===== config.mk =====
export PLATFORM = sky130hd
export DESIGN_NAME = grf_wr_arb
export DESIGN_NICKNAME = d
export VERILOG_FILES = /design/src/rtl/grf_wr_arb_pkg.sv /design/src/rtl/grf_wr_fifo.sv /design/src/rtl/grf_wr_arb.sv
export SDC_FILE = /design/constraint.sdc
export NUM_CORES = 1
export LEC_CHECK = 0
export BUFFER_PORTS_ARGS = -buffer_cell sky130_fd_sc_hd__buf_4
export CAP_MARGIN = 10
export CORE_AREA = 2 2 156 158
export DETAILED_ROUTE_END_ITERATION = 6
export DIE_AREA = 0 0 158 160
export GPL_ROUTABILITY_DRIVEN = 0
export PLACE_DENSITY = 0.8
export SYNTH_ARGS = -nofsm -noshare
export SYNTH_HDL_FRONTEND = slang
export SYNTH_HIERARCHICAL = 1
export SYNTH_SLANG_ARGS = --single-unit

===== constraint.sdc =====
create_clock -name i_clk -period 3.65 [get_ports i_clk]
set_input_delay 0.1825 -clock i_clk [delete_from_list [all_inputs] [get_ports i_clk]]
set_output_delay 0.1825 -clock i_clk [all_outputs]
set_load 0.01 [all_outputs]

===== src/rtl/grf_wr_arb_pkg.sv =====
// rtl/grf_wr_arb_pkg.sv - shared constants, queue entry type and helpers for the writeback arbiter
package grf_wr_arb_pkg;

    localparam int REQ_ALU = 0;
    localparam int REQ_MEM = 1;
    localparam int REQ_MUL = 2;

    localparam int ADDR_W = 4;
    localparam int DATA_W = 32;
    localparam int WEN_W  = DATA_W / 8;
    localparam int NREG   = 1 << ADDR_W;

    typedef struct packed {
        logic [ADDR_W-1:0] waddr;
        logic [WEN_W-1:0]  wen;
        logic [DATA_W-1:0] din;
    } grf_entry_t;

    function automatic logic [NREG-1:0] reg_onehot(input logic [ADDR_W-1:0] addr);
        logic [NREG-1:0] vec;
        vec       = '0;
        vec[addr] = 1'b1;
        return vec;
    endfunction

endpackage


===== src/rtl/grf_wr_fifo.sv =====
// rtl/grf_wr_fifo.sv - per-requester writeback queue with pending-register summary
module grf_wr_fifo
    import grf_wr_arb_pkg::*;
#(
    parameter int DEPTH = 2
) (
    input  logic            i_clk,
    input  logic            i_rst,
    input  logic            i_push,
    input  grf_entry_t      i_entry,
    input  logic            i_pop,
    output grf_entry_t      o_head,
    output logic            o_full,
    output logic            o_empty,
    output logic [NREG-1:0] o_pend
);

    localparam int PW = $clog2(DEPTH);
    localparam int CW = $clog2(DEPTH + 1);

    grf_entry_t      mem_q [DEPTH];
    grf_entry_t      mem_d [DEPTH];
    logic [PW-1:0]   wr_ptr_q, wr_ptr_d;
    logic [PW-1:0]   rd_ptr_q, rd_ptr_d;
    logic [CW-1:0]   count_q, count_d;
    logic [PW-1:0]   slot_off;
    logic            push_ok, pop_ok;

    assign o_full  = (count_q == CW'(DEPTH));
    assign o_empty = (count_q == '0);
    assign o_head  = mem_q[rd_ptr_q];
    assign push_ok = i_push & ~o_full;
    assign pop_ok  = i_pop & ~o_empty;

    always_comb begin
        mem_d    = mem_q;
        wr_ptr_d = wr_ptr_q;
        rd_ptr_d = rd_ptr_q;
        count_d  = count_q;
        if (push_ok) begin
            mem_d[wr_ptr_q] = i_entry;
            wr_ptr_d        = wr_ptr_q + PW'(1);
        end
        if (pop_ok) begin
            rd_ptr_d = rd_ptr_q + PW'(1);
        end
        case ({push_ok, pop_ok})
            2'b10:   count_d = count_q + CW'(1);
            2'b01:   count_d = count_q - CW'(1);
            default: count_d = count_q;
        endcase
    end

    // A slot is live when its distance past the read pointer is below the count.
    always_comb begin
        o_pend   = '0;
        slot_off = '0;
        for (int i = 0; i < DEPTH; i++) begin
            slot_off = PW'(i) - rd_ptr_q;
            if (CW'(slot_off) < count_q) begin
                o_pend = o_pend | reg_onehot(mem_q[i].waddr);
            end
        end
    end

    always_ff @(posedge i_clk or posedge i_rst) begin
        if (i_rst) begin
            for (int i = 0; i < DEPTH; i++) begin
                mem_q[i] <= '0;
            end
            wr_ptr_q <= '0;
            rd_ptr_q <= '0;
            count_q  <= '0;
        end else begin
            mem_q    <= mem_d;
            wr_ptr_q <= wr_ptr_d;
            rd_ptr_q <= rd_ptr_d;
            count_q  <= count_d;
        end
    end

endmodule


===== src/rtl/grf_wr_arb.sv =====
// rtl/grf_wr_arb.sv - round-robin writeback arbiter feeding a single register-file write port
module grf_wr_arb
    import grf_wr_arb_pkg::*;
#(
    parameter int NREQ  = 3,
    parameter int DEPTH = 2
) (
    input  logic                   i_clk,
    input  logic                   i_rst,
    input  logic                   i_clk_en,
    input  logic [NREQ-1:0]        i_req_valid,
    input  logic [ADDR_W*NREQ-1:0] i_req_waddr,
    input  logic [WEN_W*NREQ-1:0]  i_req_wen,
    input  logic [DATA_W*NREQ-1:0] i_req_din,
    output logic [NREQ-1:0]        o_req_ready,
    output logic [ADDR_W-1:0]      o_waddr,
    output logic [WEN_W-1:0]       o_wen,
    output logic [DATA_W-1:0]      o_din,
    output logic                   o_cs_b,
    output logic [NREG-1:0]        o_pend,
    output logic [NREQ-1:0]        o_grant
);

    localparam int GW = (NREQ > 1) ? $clog2(NREQ) : 1;

    logic [NREQ-1:0] push;
    logic [NREQ-1:0] empty;
    logic [NREQ-1:0] full;
    logic [NREQ-1:0] grant;
    grf_entry_t      head   [NREQ];
    logic [NREG-1:0] q_pend [NREQ];
    logic [GW-1:0]   last_grant_q, last_grant_d;
    logic [GW-1:0]   sel;
    logic            found;
    logic            issue;
    int              rr_idx;

    for (genvar n = 0; n < NREQ; n++) begin : g_req
        grf_entry_t req_entry;

        assign req_entry = {i_req_waddr[ADDR_W*n +: ADDR_W],
                            i_req_wen[WEN_W*n +: WEN_W],
                            i_req_din[DATA_W*n +: DATA_W]};
        // Ready comes from the registered count only, so a full queue never takes a pop-through push.
        assign push[n]   = i_req_valid[n] & ~full[n] & i_clk_en;

        grf_wr_fifo #(
            .DEPTH (DEPTH)
        ) u_fifo (
            .i_clk   (i_clk),
            .i_rst   (i_rst),
            .i_push  (push[n]),
            .i_entry (req_entry),
            .i_pop   (grant[n]),
            .o_head  (head[n]),
            .o_full  (full[n]),
            .o_empty (empty[n]),
            .o_pend  (q_pend[n])
        );
    end

    assign o_req_ready = ~full;
    assign o_grant     = grant;

    always_comb begin
        found  = 1'b0;
        sel    = last_grant_q;
        rr_idx = 0;
        for (int k = 1; k <= NREQ; k++) begin
            rr_idx = (int'(last_grant_q) + k) % NREQ;
            if (!found && !empty[GW'(rr_idx)]) begin
                found = 1'b1;
                sel   = GW'(rr_idx);
            end
        end
    end

    assign issue = found & i_clk_en;

    always_comb begin
        grant        = '0;
        o_cs_b       = 1'b1;
        o_waddr      = '0;
        o_wen        = '0;
        o_din        = '0;
        last_grant_d = last_grant_q;
        if (issue) begin
            grant[sel]   = 1'b1;
            o_cs_b       = 1'b0;
            o_waddr      = head[sel].waddr;
            o_wen        = head[sel].wen;
            o_din        = head[sel].din;
            last_grant_d = sel;
        end
    end

    always_comb begin
        o_pend = '0;
        for (int n = 0; n < NREQ; n++) begin
            o_pend = o_pend | q_pend[n];
        end
    end

    // Resetting to the last requester makes requester 0 the first one searched.
    always_ff @(posedge i_clk or posedge i_rst) begin
        if (i_rst) begin
            last_grant_q <= GW'(NREQ - 1);
        end else begin
            last_grant_q <= last_grant_d;
        end
    end

endmodule


==> results of run 1 <==
==> cells in the final DEF (no fill, tap or decap), types with 2 or more instances in the layout <==
master           n
a21o_1           4
nand3_1          3
nor2_1           9
mux2_1          15
or3b_2           3
nand2b_4         3
o21ai_0          6
inv_2            3
ha_1             4
and3_2           4
clkinvlp_4       2
mux2_2         340
nand2_1         57
and3_1           4
clkbuf_1         7
clkbuf_8         8
dfrtp_1        250
mux2i_1         36
clkinv_2         6
buf_12           3
o211ai_1        12
or2_2            6
xnor2_1          9
o22ai_1         48
dfrtp_2          3
mux2i_2          4
nand3b_1         6
ha_2             2
nor3b_4          3
dlygate4sd3_1  121
a21oi_1          5
o22ai_2         40
inv_1           15
or3_1           16
clkbuf_16       31
buf_4          206
nand2b_1        17
nor2b_1          6
xor2_1           6
==> worst max-delay path: cells and delay by family, from the launching register on <==
| family | cells | cell delay [ns] |
|---|---|---|
| AOI/OAI and AO/OA | 4 | 0.71 |
| muxes | 2 | 0.70 |
| DFF | 1 | 0.49 |
| buffers and inverters | 3 | 0.47 |
| and+or+nand+nor | 1 | 0.44 |
==> layer usage <==
metal  share of wire, %  vias to the layer above
met5                  0                        -
met4                2.3                        0
met3                5.9                       75
met2                 47                      310
met1                 45                     4808
li1                   -                     4345
==> metrics by stage <==
stage,hold slack (ns),setup TNS (ns)
after floorplan,-0.0770,0
after global placement,0.102,0
after detailed placement,0.102,0
after CTS,0.0928,0
after global routing,0.125,-0.0458
final,0.113,0
==> how the worst min path moves through the flow <==
stage	start	endpoint	slack [ns]	depth (start not counted)
final	i_rst	last_grant_q[0]	0.11	3
after CTS	i_rst	last_grant_q[0]	0.09	3
after detailed placement	i_rst	last_grant_q[0]	0.10	2
after global placement	i_rst	last_grant_q[0]	0.10	2
after floorplan	i_rst	last_grant_q[0]	-0.08	1
after global routing	i_rst	last_grant_q[0]	0.13	3
==> power breakdown <==
group	switching, mW	internal [mW]	leakage, nW	total (mW)
sequential	0.974	4.27	3.03	5.24
combinational	5.04	5.30	4.05	10.3
clock	1.13	1.64	0.444	2.78
total	7.15	11.2	7.52	18.4
==> cells by family after synthesis <==
| logic type | count (synthesis) | synth area share [%] |
|---|---|---|
| and+or+nand+nor | 143 | 6.03 |
| adders and majority gates | 6 | 0.556 |
| DFF | 254 | 47.1 |
| xor gates and xnor gates | 15 | 0.974 |
| AOI/OAI and AO/OA | 125 | 8.13 |
| buffers and inverters | 84 | 4.50 |
| muxes | 396 | 32.7 |
==> synthesized netlist by cell type, drive strengths merged <==
cell	instances	area, µm²
a211oi	1	7.51
and3	8	51.3
o21ai	6	30.0
and2	2	12.5
nand3b	6	45.0
dfstp	1	26.3
or3b	3	26.3
dfrtp	253	6330
xor2	6	52.6
a32oi	1	27.5
nand2b	20	148
xnor2	9	78.8
buf	62	521
a22oi	3	41.3
o32a	1	10.0
ha	6	75.1
a2bb2oi	1	8.76
a21oi	5	25.0
mux2	356	4010
o2bb2a	1	10.0
nor2b	6	37.5
o22ai	88	801
mux2i	40	400
clkbuf	1	7.51
nor2	10	40.0
and4bb	1	12.5
or2	6	37.5
o211ai	12	90.1
inv	21	78.8
or3	16	100
nand3	3	15.0
a21o	4	30.0
o32ai	1	8.76
nor3b	3	56.3
a21boi	1	7.51
nand2	59	231
==> registers in the layout, summed over array words and instances (netlist names) <==
signal and flops:
g_req.u_fifo/count_q 6, g_req.u_fifo/wr_ptr_q 3, g_req.u_fifo/mem_q 240, last_grant_q 2, g_req.u_fifo/rd_ptr_q 3
==> area by class of cell <==
cell class | instances | area, µm²
Fill cell | 1613 | 6560
Inverter | 21 | 82.6
Sequential cell | 254 | 6360
Multi-Input combinational cell | 685 | 6560
Tap cell | 324 | 405
Clock inverter | 7 | 76.3
Clock buffer | 43 | 837
Antenna cell | 1 | 2.50
Timing Repair Buffer | 335 | 2940
==> what timing repair did <==
action / 4_1_cts / 5_1_grt
pin swaps: 0 / 2
gates resized for setup: 1 / 9
gates cloned: 0 / 3
endpoints found under the hold margin: 376 / 0
buffers inserted: 1 / 1
endpoints found under the setup margin: 13 / 39
hold buffers: 121 / 0
==> results.cfg, run 1 <==
[yosys]
ys_seq_elements = 254
netlist_instances = 1023
syn_area_per_cell_um2 = 13.2
syn_area_um2 = 13500
synth_cell_types = 50
ys_warn_count = 6
syn-num-nets = 1155
ys_seq_area_share_pct = 47.1

[routing]
drc = 0
drt-initial-drc-count = 791
firstDrtPassIters = 5
vias_per_cell = 5.71
drtAntennaViolNets = 0
wire_per_inst_um = 21.6
wl_mm = 36.1
vias = 9538

[final_layout]
area_growth_pct = 27.9
post-route-util_pct = 72.5
drive_gt1_share_pct = 50.7
stdcell_count = 1670
final_area_um2 = 17300
final_nets = 1457

[worst_setup_path]
critPathKind = flop to output port
path_cells = nor2_1 > mux2_2 > a32oi_4 > a21o_1 > a22oi_4 > buf_12 > buf_12 > mux2i_1 > o22ai_2 > buf_4
crit_fanout = 10
slowest_stage = dfrtp_1
r2r_end = g_req[1].u_fifo/count_q[1]
critical_path_arrival_ns = 3.38
crit_end = o_waddr[2]
required_ns = 3.47
crit_start = g_req[0].u_fifo/count_q[1]
r2r_setup_slack_ns = 0.50
start_kind = flop
cpPeakStageDelay_ns = 0.49
regToRegStartpoint = last_grant_q[1]
rr_worst_depth = 12
crit_top_cell = buf_12
critical_path.endpoint_type = output port

[sta]
tightest_slew_ns = 1.06
max_freq_mhz = 280
finalClockSkew_ns = 0.0123
slew_viol_final = 0
relSlewSlack_pct = 29.5
final.setup.worst_slack_ns = 0.0826
min_period_ns = 3.57
hold_viol = 0
finalSetupViolCount = 0
period_share_pct = 97.7

[global_routing]
grt_pass1_vias = 10100
grtUsageMet1_pct = 40.2
grt_max_degree = 60
use_met2_pct = 44.3
antenna_found_initial = 1
grt_util_all_layers_pct = 28.0
busiest_layer = met2
grt_first_pass_wirelength_mm = 55.0
grt_overflow_total = 0
met3_usage_pct = 4.83

[clocking]
clk_pin_slew_ns = 0.06
clkSinkCount = 254
cts_tree = yes
clk_latency_ns = 0.55
cts_max_level = 1
root_buffer = clkbuf_16
max-clock-path-buffers = 3
cts_made_buffers = 28

[placed_design]
portBuffers = 188
post-place-ws_ns = 0.459
hpwl_mm = 23.3
dpl.cell_count = 1493
dpl-instance-area_um2 = 15000

[pwr]
pwr_density_cell_nw_per_um2 = 1060
leakage_nw = 7.52
total_power_mw = 18.4
vdd_ir_drop_max_v = 0.000733

[hold_path]
holdCritPathClass = input pin to async pin

[die]
fp.dieH_um = 160
die-area_um2 = 25300
start_util_pct = 56.6
ioPinCount = 189
core-area_um2 = 23800
die_x_um = 158
rows = 57

[run_status]
outcome = finished, final reports clean

[run]
drv_cap = 0
Note: power is estimated with default switching activity, not from simulation.
==> run 2, diff against run 1 <==
--- a/config.mk
+++ b/config.mk
@@ -11,6 +11,7 @@
 export DETAILED_ROUTE_END_ITERATION = 6
 export DIE_AREA = 0 0 158 160
 export GPL_ROUTABILITY_DRIVEN = 0
+export MAX_ROUTING_LAYER = met4
 export PLACE_DENSITY = 0.8
 export SYNTH_ARGS = -nofsm -noshare
 export SYNTH_HDL_FRONTEND = slang
==> run 2 against run 1 <==
- cell area hardly changed
- via count increased by 0.53%
- worst hold slack better by 0.0037 ns
- sequential power is essentially flat
- clock skew shrank 0.0042 ns
- largest cell class unchanged
- largest power group unchanged
- highest routed layer unchanged
==> results.cfg, run 2 (synthesis results as in run 1) <==
[clocking]
cts_tree = yes
cts_max_level = 1
clk_pin_slew_ns = 0.06
max-clock-path-buffers = 3
clkSinkCount = 254
root_buffer = clkbuf_16
cts_made_buffers = 28
clk_latency_ns = 0.54

[global_routing]
antenna_found_initial = 1
busiest_layer = met2
grt_max_degree = 60
grt_first_pass_wirelength_mm = 55.1
grt_overflow_total = 0
use_met2_pct = 44.1
met3_usage_pct = 4.94
grtUsageMet1_pct = 40.4
grt_pass1_vias = 10100
grt_util_all_layers_pct = 28.9

[final_layout]
largest_register_ffs = 240
final_common_cell = mux2_2
final_cell_mix = 340 x mux2_2, 250 x dfrtp_1, 207 x buf_4, 121 x dlygate4sd3_1, 57 x nand2_1
seqCellArea_um2 = 6360
largest_registers = g_req.u_fifo/mem_q: 240 flops, g_req.u_fifo/count_q: 6 flops
top_register = g_req.u_fifo/mem_q
drive_gt1_share_pct = 50.7
multi_input_area_um2 = 6560
fillers = 1613
post-route-util_pct = 72.5
final_nets = 1458
area_growth_pct = 28.0

[pwr]
leakage_nw = 7.52
pwr_density_cell_nw_per_um2 = 1060
vdd_ir_drop_max_v = 0.000730

[sta]
hold_viol = 0
min_period_ns = 3.57
slew_viol_final = 0
tightest_slew_ns = 1.06
finalClockSkew_ns = 0.00814
relSlewSlack_pct = 29.3
period_share_pct = 97.7
timing.hold.ws_ns = 0.117
finalSetupViolCount = 0
max_freq_mhz = 280

[worst_setup_path]
critical_path_arrival_ns = 3.38
crit_end = o_din[30]
r2r_setup_slack_ns = 0.53
cpPeakStageDelay_ns = 0.49
regToRegStartpoint = g_req[0].u_fifo/count_q[1]
critical_path.endpoint_type = output port
slowest_stage = dfrtp_1
start_kind = flop
crit_start = g_req[0].u_fifo/count_q[1]
required_ns = 3.47
r2r_end = g_req[2].u_fifo/count_q[1]
path_cells = nor2_1 > mux2_2 > a32oi_4 > a21o_1 > a22oi_4 > buf_12 > buf_12 > mux2i_1 > o22ai_2 > buf_4
crit_top_cell = buf_12
rr_worst_depth = 10
critPathKind = flop to output port
crit_fanout = 10

[hold_path]
holdCritPathClass = input pin to async pin

[run_status]
outcome = finished, final reports clean

[routing]
wl_mm = 36.1
drc = 0
vias = 9589
wire_per_inst_um = 21.6
drt-initial-drc-count = 828
vias_per_cell = 5.74
firstDrtPassIters = 5
drtAntennaViolNets = 0

[die]
rows = 57
die-area_um2 = 25300
core-area_um2 = 23800
die_x_um = 158
start_util_pct = 56.6
fp.dieH_um = 160
ioPinCount = 189

[placed_design]
portBuffers = 188
hpwl_mm = 23.3

[run]
drv_cap = 0
run 2: how the worst min path moves through the flow:
stage / start / depth (start not counted) / slack, ns / endpoint
after floorplan: i_rst / 1 / -0.08 / last_grant_q[0]
after global placement: i_rst / 2 / 0.10 / last_grant_q[0]
after detailed placement: i_rst / 2 / 0.10 / last_grant_q[0]
after CTS: i_rst / 3 / 0.09 / last_grant_q[0]
after global routing: i_rst / 3 / 0.13 / last_grant_q[0]
final: i_rst / 3 / 0.12 / last_grant_q[0]
run 2: cell type report:
class	count	share of cell area [%]
multi-input combinational	685	38.0
sequential	254	36.8
timing repair buffer	336	17.0
clock buffer	43	4.85
tap	324	2.35
inverter	21	0.478
clock inverter	7	0.442
antenna	1	0.0145
run 2: repair_timing:
item / 4_1_cts / 5_1_grt
gates cloned: 0 / 3
hold buffers: 121 / 0
pin swaps: 0 / 2
endpoints found under the setup margin: 13 / 39
gates resized for setup: 1 / 9
endpoints found under the hold margin: 376 / 0
buffers inserted: 1 / 2
run 2: report_power, final:
| group | switching (mW) | internal, mW | total (mW) |
|---|---|---|---|
| logic | 5.03 | 5.31 | 10.3 |
| registers | 0.973 | 4.27 | 5.24 |
| clock network | 1.13 | 1.64 | 2.77 |
run 2: layer usage:
layer	vias to the layer above	wire (µm)
li1	4350	-
met1	4870	16100
met2	298	17100
met3	71	2130
met4	0	780
met5	-	0
run 2: metrics by stage:
| step | cells | power, mW | setup WS [ns] | area, µm² | setup TNS (ns) |
|---|---|---|---|---|---|
| 3_3_place_gp | 1493 | 14.5 | 0.529 | 15000 | 0 |
| 2_1_floorplan | 1023 | 11.9 | 0.504 | 13500 | 0 |
| 4_1_cts | 1665 | 17.8 | 0.0295 | 17100 | 0 |
| 5_1_grt | 1671 | 19.3 | -0.0201 | 17300 | -0.0456 |
| 6_report | 1671 | 18.4 | 0.0840 | 17300 | 0 |
| 3_5_place_dp | 1493 | 14.8 | 0.459 | 15000 | 0 |
run 2: critical path, delay by kind of cell (launching register included):
family,cells,cell delay (ns)
buffers and inverters,3,0.47
muxes,2,0.70
AOI/OAI and AO/OA,4,0.71
and+or+nand+nor,1,0.45
DFF,1,0.49
